==> config.mk <==
export PLATFORM = sky130hd
export DESIGN_NAME = ts_failover_ctrl_flat
export DESIGN_NICKNAME = d
export VERILOG_FILES = /design/src/rtl/ts_failover_ctrl_if.sv /design/src/rtl/ts_failover_ctrl.sv /design/src/flat_wrapper.sv
export SDC_FILE = /design/constraint.sdc
export NUM_CORES = 1
export LEC_CHECK = 0
export BUFFER_PORTS_ARGS = -buffer_cell sky130_fd_sc_hd__buf_2
export CAP_MARGIN = 30
export CELL_PAD_IN_SITES_DETAIL_PLACEMENT = 0
export CELL_PAD_IN_SITES_GLOBAL_PLACEMENT = 1
export CORE_MARGIN = 2
export CORE_UTILIZATION = 35
export CTS_BUF_LIST = sky130_fd_sc_hd__clkbuf_8
export CTS_CLUSTER_SIZE = 30
export DETAILED_ROUTE_END_ITERATION = 10
export PLACE_DENSITY = 0.75
export SYNTH_ARGS = -nofsm -noshare
export SYNTH_HDL_FRONTEND = slang
export SYNTH_SLANG_ARGS = --single-unit
==> constraint.sdc <==
create_clock -name clk -period 2.6 [get_ports clk]
set_input_delay 0.39 -clock clk [delete_from_list [all_inputs] [get_ports clk]]
set_output_delay 0.39 -clock clk [all_outputs]
set_load 0.01 [all_outputs]
==> src/rtl/ts_failover_ctrl_if.sv <==
// rtl/ts_failover_ctrl_if.sv - lane inputs and forwarded TS stream of ts_failover_ctrl
// master drives the four recovered lanes and observes the stream; slave is the scheduler side.
interface ts_failover_ctrl_if;
  logic [7:0] byte_in0;
  logic [7:0] byte_in1;
  logic [7:0] byte_in2;
  logic [7:0] byte_in3;
  logic [3:0] lock_in;
  logic [3:0] sof_in;
  logic [7:0] byte_out;
  logic       byte_valid;
  logic       sof_out;

  modport master (
    output byte_in0, byte_in1, byte_in2, byte_in3, lock_in, sof_in,
    input  byte_out, byte_valid, sof_out
  );

  modport slave (
    input  byte_in0, byte_in1, byte_in2, byte_in3, lock_in, sof_in,
    output byte_out, byte_valid, sof_out
  );
endinterface

==> src/rtl/ts_failover_ctrl.sv <==
// rtl/ts_failover_ctrl.sv - packet-aligned failover scheduler for four MPEG2-TS lanes
// Macro REVERT_EN enables revertive return to a recovered higher-priority lane.
module ts_failover_ctrl #(
  parameter int PKT_LEN      = 188,
`ifdef REVERT_EN
  parameter int HOLDOFF_PKTS = 4,
`endif
  parameter int CNT_W        = 16
) (
  input  logic              clk,
  input  logic              rst,
  ts_failover_ctrl_if.slave lanes,
  input  logic              i_force_en,
  input  logic [1:0]        i_force_sel,
  output logic [1:0]        o_sel,
  output logic              o_locked,
  output logic              o_abort,
  output logic [CNT_W-1:0]  o_switch_count
);
  localparam int BCNT_W = $clog2(PKT_LEN + 1);

  typedef enum logic [1:0] {ST_IDLE, ST_WAIT_SOF, ST_FORWARD} state_t;

  state_t             r_state;
  logic [1:0]         r_sel;
  logic               r_sel_valid;
  logic [BCNT_W-1:0]  r_cnt;
  logic [7:0]         r_byte_out;
  logic               r_byte_valid;
  logic               r_sof_out;
  logic               r_abort;
  logic [CNT_W-1:0]   r_switch_count;

  logic [7:0]         w_bytes [4];
  logic               w_any_lock;
  logic [1:0]         w_prio;
  logic [1:0]         w_hold_tgt;
  logic [1:0]         w_target;

  assign w_bytes[0] = lanes.byte_in0;
  assign w_bytes[1] = lanes.byte_in1;
  assign w_bytes[2] = lanes.byte_in2;
  assign w_bytes[3] = lanes.byte_in3;
  assign w_any_lock = |lanes.lock_in;

  always_comb begin
    w_prio = 2'd0;
    for (int i = 3; i >= 0; i--) begin
      if (lanes.lock_in[i]) w_prio = 2'(i);
    end
  end

`ifdef REVERT_EN
  localparam int GOOD_W = $clog2(HOLDOFF_PKTS + 1);

  logic [GOOD_W-1:0] r_good [4];
  logic [3:0]        r_in_pkt;

  // A packet is good when lock held from its sof up to the following sof.
  always_ff @(posedge clk) begin
    for (int i = 0; i < 4; i++) begin
      if (rst || !lanes.lock_in[i]) begin
        r_good[i]   <= '0;
        r_in_pkt[i] <= 1'b0;
      end else if (lanes.sof_in[i]) begin
        r_in_pkt[i] <= 1'b1;
        if (r_in_pkt[i] && r_good[i] != GOOD_W'(HOLDOFF_PKTS))
          r_good[i] <= r_good[i] + 1'b1;
      end
    end
  end

  always_comb begin
    w_hold_tgt = r_sel;
    for (int i = 3; i >= 0; i--) begin
      if (2'(i) < r_sel && lanes.lock_in[i] && r_good[i] == GOOD_W'(HOLDOFF_PKTS))
        w_hold_tgt = 2'(i);
    end
  end
`else
  assign w_hold_tgt = r_sel;
`endif

  // While the current lane holds lock, priority only matters through the revert path.
  always_comb begin
    if (i_force_en)
      w_target = i_force_sel;
    else if (r_state == ST_FORWARD && lanes.lock_in[r_sel])
      w_target = w_hold_tgt;
    else
      w_target = w_prio;
  end

  always_ff @(posedge clk) begin
    if (rst) begin
      r_state        <= ST_IDLE;
      r_sel          <= 2'd0;
      r_sel_valid    <= 1'b0;
      r_cnt          <= '0;
      r_byte_out     <= 8'h00;
      r_byte_valid   <= 1'b0;
      r_sof_out      <= 1'b0;
      r_abort        <= 1'b0;
      r_switch_count <= '0;
    end else begin
      r_byte_out   <= 8'h00;
      r_byte_valid <= 1'b0;
      r_sof_out    <= 1'b0;
      r_abort      <= 1'b0;
      case (r_state)
        ST_IDLE: begin
          if (w_any_lock || i_force_en) r_state <= ST_WAIT_SOF;
        end
        ST_WAIT_SOF: begin
          if (!w_any_lock && !i_force_en) begin
            r_state <= ST_IDLE;
          end else if (lanes.sof_in[w_target] && lanes.lock_in[w_target]) begin
            r_state      <= ST_FORWARD;
            r_sel        <= w_target;
            r_sel_valid  <= 1'b1;
            r_byte_out   <= w_bytes[w_target];
            r_byte_valid <= 1'b1;
            r_sof_out    <= 1'b1;
            r_cnt        <= BCNT_W'(1);
            if ((!r_sel_valid || w_target != r_sel) && r_switch_count != '1)
              r_switch_count <= r_switch_count + 1'b1;
          end
        end
        ST_FORWARD: begin
          // r_cnt==0 marks the packet boundary: the next sof must follow with no gap.
          if (r_cnt == '0) begin
            if (w_target == r_sel && lanes.sof_in[r_sel] && lanes.lock_in[r_sel]) begin
              r_byte_out   <= w_bytes[r_sel];
              r_byte_valid <= 1'b1;
              r_sof_out    <= 1'b1;
              r_cnt        <= BCNT_W'(1);
            end else begin
              r_state <= ST_WAIT_SOF;
            end
          end else if (!lanes.lock_in[r_sel] || lanes.sof_in[r_sel]) begin
            r_abort <= 1'b1;
            r_cnt   <= '0;
            r_state <= ST_WAIT_SOF;
          end else begin
            r_byte_out   <= w_bytes[r_sel];
            r_byte_valid <= 1'b1;
            r_cnt        <= (r_cnt == BCNT_W'(PKT_LEN - 1)) ? '0 : r_cnt + 1'b1;
          end
        end
        default: r_state <= ST_IDLE;
      endcase
    end
  end

  assign lanes.byte_out   = r_byte_out;
  assign lanes.byte_valid = r_byte_valid;
  assign lanes.sof_out    = r_sof_out;
  assign o_sel            = r_sel;
  assign o_locked         = (r_state == ST_FORWARD);
  assign o_abort          = r_abort;
  assign o_switch_count   = r_switch_count;
endmodule
==> src/flat_wrapper.sv <==
// flat-port wrapper written by rule: the top's interface ports become plain ports
module ts_failover_ctrl_flat 
#(
  parameter int PKT_LEN      = 188,

  parameter int CNT_W        = 16
)
  (clk, rst, i_force_en, i_force_sel, o_sel, o_locked, o_abort, o_switch_count, lanes_byte_in0, lanes_byte_in1, lanes_byte_in2, lanes_byte_in3, lanes_lock_in, lanes_sof_in, lanes_byte_out, lanes_byte_valid, lanes_sof_out);
  ts_failover_ctrl_if lanes_i ();
  input  logic clk;
  input  logic rst;
  input  logic i_force_en;
  input  logic [1:0] i_force_sel;
  output logic [1:0] o_sel;
  output logic o_locked;
  output logic o_abort;
  output logic [CNT_W-1:0] o_switch_count;
  input wire logic [$bits(lanes_i.byte_in0)-1:0] lanes_byte_in0;
  input wire logic [$bits(lanes_i.byte_in1)-1:0] lanes_byte_in1;
  input wire logic [$bits(lanes_i.byte_in2)-1:0] lanes_byte_in2;
  input wire logic [$bits(lanes_i.byte_in3)-1:0] lanes_byte_in3;
  input wire logic [$bits(lanes_i.lock_in)-1:0] lanes_lock_in;
  input wire logic [$bits(lanes_i.sof_in)-1:0] lanes_sof_in;
  output wire logic [$bits(lanes_i.byte_out)-1:0] lanes_byte_out;
  output wire logic [$bits(lanes_i.byte_valid)-1:0] lanes_byte_valid;
  output wire logic [$bits(lanes_i.sof_out)-1:0] lanes_sof_out;
  assign lanes_i.byte_in0 = lanes_byte_in0;
  assign lanes_i.byte_in1 = lanes_byte_in1;
  assign lanes_i.byte_in2 = lanes_byte_in2;
  assign lanes_i.byte_in3 = lanes_byte_in3;
  assign lanes_i.lock_in = lanes_lock_in;
  assign lanes_i.sof_in = lanes_sof_in;
  assign lanes_byte_out = lanes_i.byte_out;
  assign lanes_byte_valid = lanes_i.byte_valid;
  assign lanes_sof_out = lanes_i.sof_out;
  ts_failover_ctrl #(.PKT_LEN(PKT_LEN), .CNT_W(CNT_W)) u_core (.clk(clk), .rst(rst), .lanes(lanes_i), .i_force_en(i_force_en), .i_force_sel(i_force_sel), .o_sel(o_sel), .o_locked(o_locked), .o_abort(o_abort), .o_switch_count(o_switch_count));
endmodule
==> reports/results.ini, run 1 <==
[critical_path]
cp-start-kind=register
path_class=register to register
path_cells=mux2_4 -> a221o_1 -> a22oi_2 -> or2_4 -> o221ai_2 -> nor4_2 -> mux2_2
max_stage_delay_ns=0.41
path_buf_inv=0
worst_ep_arrival_time_ns=2.74
crit_family=compound AO/OA/AOI/OAI gates
crit_slowest_cell=a221o_1
required_ns=2.79
cp_max_fo=4
cp-end-kind=register

[routing]
routedWlPerCell_um=16.63
via_count=2994
drtAntennaViolNets=0
routed_wl_um=8730
drc_errors=0
drt_iter0_drc=82
viasPerCell=5.703
firstDrtPassIters=4

[placement]
gp_congestion=0.9216
io_buffers=74
dpl_cell_area_um2=3567
pre_cts_ws_ns=-0.1047
dp_hpwl_um=6038

[yosys]
synth_area_leader_cell=dfxtp_1
async_flop_share_pct=0
synth.area.top_cells=dfxtp_1, mux4_2, nand2_1
synth_top_flop_cell=dfxtp_1
syn_area_um2=2963
yosysMostFrequentCell=dfxtp_1
ys_seq_area_share_pct=27.03
syn_nets=376
yosysTopAreaCellShare_pct=27.03
ys_warn_count=0
synthCells=324
ys_ff_latch=40
syn_area_per_cell_um2=9.145
ys_top_cells_by_count=dfxtp_1, nand2_1, nor2_1
synth_edf_count=0
yosysUniqueCellTypes=65

[finish]
post-route-util_pct=47.65
insertedDiodeCount=0
stdcell_area_um2=3915
nets=472
drive_gt1_share_pct=44.29
area_growth_syn_to_layout_pct=32.14

[clocking]
cts_tree=built
clkTransAtPathRegs_ns=0.08
cts.sinks=40
cts_buffer_depth=2
cts-hold-fix-buffers=0
cts_buffers=5
insertion_delay_ns=0.29
cts_htree_levels=2
clockRootBuffer=clkbuf_8

[sta]
skew_ns=0.008130
max_freq_ghz=0.3918
setup_ws_ns=0.04777
setup_viol=0
tightest_slew_ns=0.4936
fin_setup_tns_ns=0
min_period_ns=2.552
hold_viol=0
fin_crit_sh_pct=98.16
drv_slew=0
relSlewSlack_pct=66.97

[floorplan]
die_area_um2=9217
coreArea_um2=8217
core.rowCount=33
die_h_um=96.01
top_level_ports=75
start_util_pct=36.06
die_width_um=96.01

[worst_hold_path]
hold_class=register to register

[global_route]
grt_pass1_wl_um=12670
grt_max_degree=35
grt_pass1_vias=2713
antenna_found_initial=0
track_usage_pct=17.33
grt_overflow=0

[run_status]
status=finished clean

[job]
cap_viol_max_count=0

[power_and_ir_drop]
ir_drop_uv=216.5
p_leak_nw=1.568
power_density_nw_per_um2=447.6

==> flip-flops by register name, summed over array words and instances (netlist names) <==
name                     flops
u_core.r_state               2
u_core.lanes.sof_out         1
u_core.o_sel                 2
u_core.lanes.byte_valid      1
u_core.lanes.byte_out        8
u_core.o_abort               1
u_core.o_switch_count       16
u_core.r_sel_valid           1
u_core.r_cnt                 8
==> what timing repair did <==
item / 4_1_cts / 5_1_grt
setup endpoints to repair: 21 / 35
setup buffers: 1 / 8
pin swaps: 3 / 9
gates resized for setup: 12 / 25
gates cloned: 0 / 2
==> cell usage in the layout (no fill, tap or decap), drive strengths merged, types with 2 or more instances in the layout <==
cell    instances
nand4          10
a21o            2
clkbuf          5
nand2          27
a31oi           2
a211oi          2
inv            16
o21ai          11
o221ai          2
a22o            9
mux2           10
o22ai           2
a22oi           2
a221o           2
nor2           28
nor4b           3
mux2i           5
o21a            3
or3             5
ha              7
nand2b          5
nor2b           9
dfxtp          40
a21boi          2
or4             5
and2            2
nor4            7
a31o            2
a21oi          18
and3            4
o31ai           6
or2             2
buf           109
and4            2
nor3            6
nand3          14
mux4           18
==> worst paths after layout <==
path                                         from                                     end  slack [ns]  cells after the start
setup / recovery     u_core.o_sel[1]$_SDFFE_PP0P_  u_core.o_switch_count[10]$_SDFFE_PP0P_        0.05                      7
hold reg to reg   u_core.r_sel_valid$_SDFFE_PP0P_         u_core.r_sel_valid$_SDFFE_PP0P_        0.47                      1
setup reg to reg     u_core.o_sel[1]$_SDFFE_PP0P_  u_core.o_switch_count[10]$_SDFFE_PP0P_        0.05                      7
hold / removal    u_core.r_sel_valid$_SDFFE_PP0P_         u_core.r_sel_valid$_SDFFE_PP0P_        0.47                      1
==> cell families (layout without fill, tap and decap cells) <==
family / after synthesis / in the layout / synth area share, %
buffers and inverters: 37 / 131 / 6.123
XOR/XNOR: 1 / 1 / 0.2957
AO/OA/AOI/OAI: 75 / 77 / 19.30
multiplexers: 33 / 33 / 19.97
flip-flops: 40 / 40 / 27.03
AND/OR/NAND/NOR: 131 / 131 / 24.32
adder cells (fa/ha/maj): 7 / 7 / 2.956
==> report_power, final <==
part	total (W)	internal, W	switching (W)	leakage [nW]
logic	0.000693	0.000331	0.000362	1.20
clock network	0.000393	0.000179	0.000214	0.0452
registers	0.000667	0.000642	0.0000244	0.324
==> worst register-to-register path, cell delays in order (launching register included) <==
cell and delay (ns):
dfxtp_2 0.40, mux2_4 0.33, a221o_1 0.41, a22oi_2 0.23, or2_4 0.23, o221ai_2 0.17, nor4_2 0.32, mux2_2 0.36
==> layer usage <==
| metal | global-route usage (%) | vias up | wire, um |
|---|---|---|---|
| met2 | 29.17 | 99 | 4192 |
| li1 | - | 1431 | - |
| met4 | 5.595 | 0 | 80 |
| met3 | 2.506 | 7 | 492 |
| met5 | 0 | - | 0 |
| met1 | 22.75 | 1457 | 3964 |
==> layout make-up <==
type	count	area (um^2)
clock inverter	2	8.758
clock buffer	5	68.82
tap	105	131.4
fill	799	4302
inverter	15	56.30
timing repair buffer	109	690.7
sequential	40	804.5
multi-input combinational	249	2155
==> per-stage QoR <==
step / hold slack, ns / power [W] / cells
finish: 0.4737 / 0.001752 / 525
global route: 0.5013 / 0.001859 / 525
CTS: 0.4698 / 0.001711 / 516
detailed placement: 0.4508 / 0.001289 / 508
global placement: 0.4405 / 0.001281 / 508
floorplan: 0.4328 / 0.001081 / 324
Note: power is estimated with default switching activity, not from simulation.
==> run 2, diff against run 1 <==
PLACE_DENSITY = 0.78   (was 0.75)
==> run 2 against run 1 <==
Compared with the run above: wire length shrank 7.4%; die area stayed put; utilization shrank 1.4 points; global-route usage down 0.31 points; hold slack got worse by 0.0069 ns; via count is 2.9% lower; sequential share of layout area increased by 0.60 points; critical path depth is 3 higher; sequential power barely moved; fmax is 0.88% higher; setup slack improved by 0.022 ns; clock power rose by 32%; largest cell class unchanged.
==> reports/results.ini, run 2 (synthesis gave the netlist of run 1 again) <==
[run_status]
status=finished clean

[critical_path]
reg2reg_setup_slack_ns=0.07
path_class=register to register
cp-end-kind=register
cp-start-kind=register
cp_max_fo=9
required_ns=2.79
worst_ep_arrival_time_ns=2.72

[sta]
drv_slew=0
max_freq_ghz=0.3953
setup_viol=0
fin_setup_tns_ns=0
rsz0062_at_grt=true
tightest_slew_ns=0.4731
skew_ns=0.005199
hold_viol=0
fin_crit_sh_pct=97.30
min_period_ns=2.530
relSlewSlack_pct=68.46
setup_ws_ns=0.07011

[floorplan]
start_util_pct=36.06
die_h_um=96.01
top_level_ports=75
die_width_um=96.01
die_area_um2=9217
coreArea_um2=8217
core.rowCount=33

[power_and_ir_drop]
power_density_nw_per_um2=478.1
p_leak_nw=1.526
ir_drop_uv=213.1

[finish]
drive_gt1_share_pct=41.40
fillers=805
insertedDiodeCount=0
stdcell_area_um2=3804
nets=464
layout_common_cells=buf_2, dfxtp_1, nand2_1, nor2_1, buf_4
area_growth_syn_to_layout_pct=28.38
final_cells=518
largest_reg_flops=16
post-route-util_pct=46.29
final_common_cell=buf_2

[clocking]
cts_tree=built
clkTransAtPathRegs_ns=0.08
cts_htree_levels=2
insertion_delay_ns=0.30
cts.sinks=40
clockRootBuffer=clkbuf_8
cts_buffer_depth=2
cts_buffers=5

[routing]
via_count=2907
drtAntennaViolNets=0
firstDrtPassIters=4
viasPerCell=5.612
routedWlPerCell_um=15.61
drt_iter0_drc=160
routed_wl_um=8086
drc_errors=0

[placement]
gp_congestion=0.8456
dpl_cell_area_um2=3520
place_inst=505
pre_cts_ws_ns=-0.06588
io_buffers=74
dp_hpwl_um=5943

[global_route]
grt_max_degree=35
grt_overflow=0
grt_pass1_wl_um=12280
grt_pass1_vias=2573
track_usage_pct=17.02
antenna_found_initial=0

[worst_hold_path]
hold_class=register to register

[job]
cap_viol_max_count=0

[run 2: changes by cell type in the layout (fill, tap and decap cells not counted), moves of 2 or more]
cell     change
a21oi_2      -2
buf_12       -3
buf_4        -4
a21oi_1      +2
[run 2: per-layer routing]
metal  track usage (%)  part of all wire (%)  up-vias
li1                  -                     -     1407
met1             23.08                    45     1405
met2             27.14                    47       87
met3             3.837                   6.5        8
met4             4.762                   1.2        0
met5                 0                     0        -
[run 2: final cells by class]
class                           count  area (um^2)  area share [%]
Sequential cell                    40        804.5           21.15
Clock buffer                        5        68.82           1.809
Timing Repair Buffer              102        604.3           15.89
Tap cell                          105        131.4           3.454
Inverter                           15        56.30           1.480
Multi-Input combinational cell    248         2100           55.20
Clock inverter                      3        38.79           1.020
[run 2: path summary, 6_finish.rpt]
| path | from | to | cells after the start |
|---|---|---|---|
| min reg2reg | u_core.r_sel_valid$_SDFFE_PP0P_ | u_core.r_sel_valid$_SDFFE_PP0P_ | 1 |
| min | u_core.r_sel_valid$_SDFFE_PP0P_ | u_core.r_sel_valid$_SDFFE_PP0P_ | 1 |
| max reg2reg | u_core.r_state[0]$_SDFFE_PP0P_ | u_core.o_sel[1]$_SDFFE_PP0P_ | 10 |
| max | u_core.r_state[0]$_SDFFE_PP0P_ | u_core.o_sel[1]$_SDFFE_PP0P_ | 10 |
[run 2: what timing repair did]
item / CTS / global route
buffers inserted: 0 / 4
hold buffers: 0 / 0
setup endpoints to repair: 22 / 37
resized for setup: 5 / 22
pin swaps: 0 / 9
cloned: 0 / 1
[run 2: metrics by stage]
| stage | total power [W] | hold slack (ns) |
|---|---|---|
| CTS | 0.001795 | 0.4657 |
| floorplan | 0.001081 | 0.4328 |
| detailed placement | 0.001272 | 0.4466 |
| global route | 0.001919 | 0.4856 |
| global placement | 0.001261 | 0.4406 |
| finish | 0.001819 | 0.4668 |
[run 2: where the power goes]
part	total [W]	leakage, nW	internal (W)	switching [W]
logic	0.000637	1.14	0.000303	0.000334
registers	0.000664	0.324	0.000642	0.0000222
clock network	0.000518	0.0593	0.000281	0.000236
total	0.00182	1.53	0.00123	0.000592
[run 2: worst max-delay path, stage by stage, from the launching register on]
cell      delay (ns)
dfxtp_2         0.33
inv_1           0.06
ha_2            0.20
nor2b_4         0.13
a221o_1         0.39
a21oi_1         0.22
nand2_1         0.18
o221ai_4        0.43
buf_4           0.21
nor3_1          0.04
a31o_2          0.24
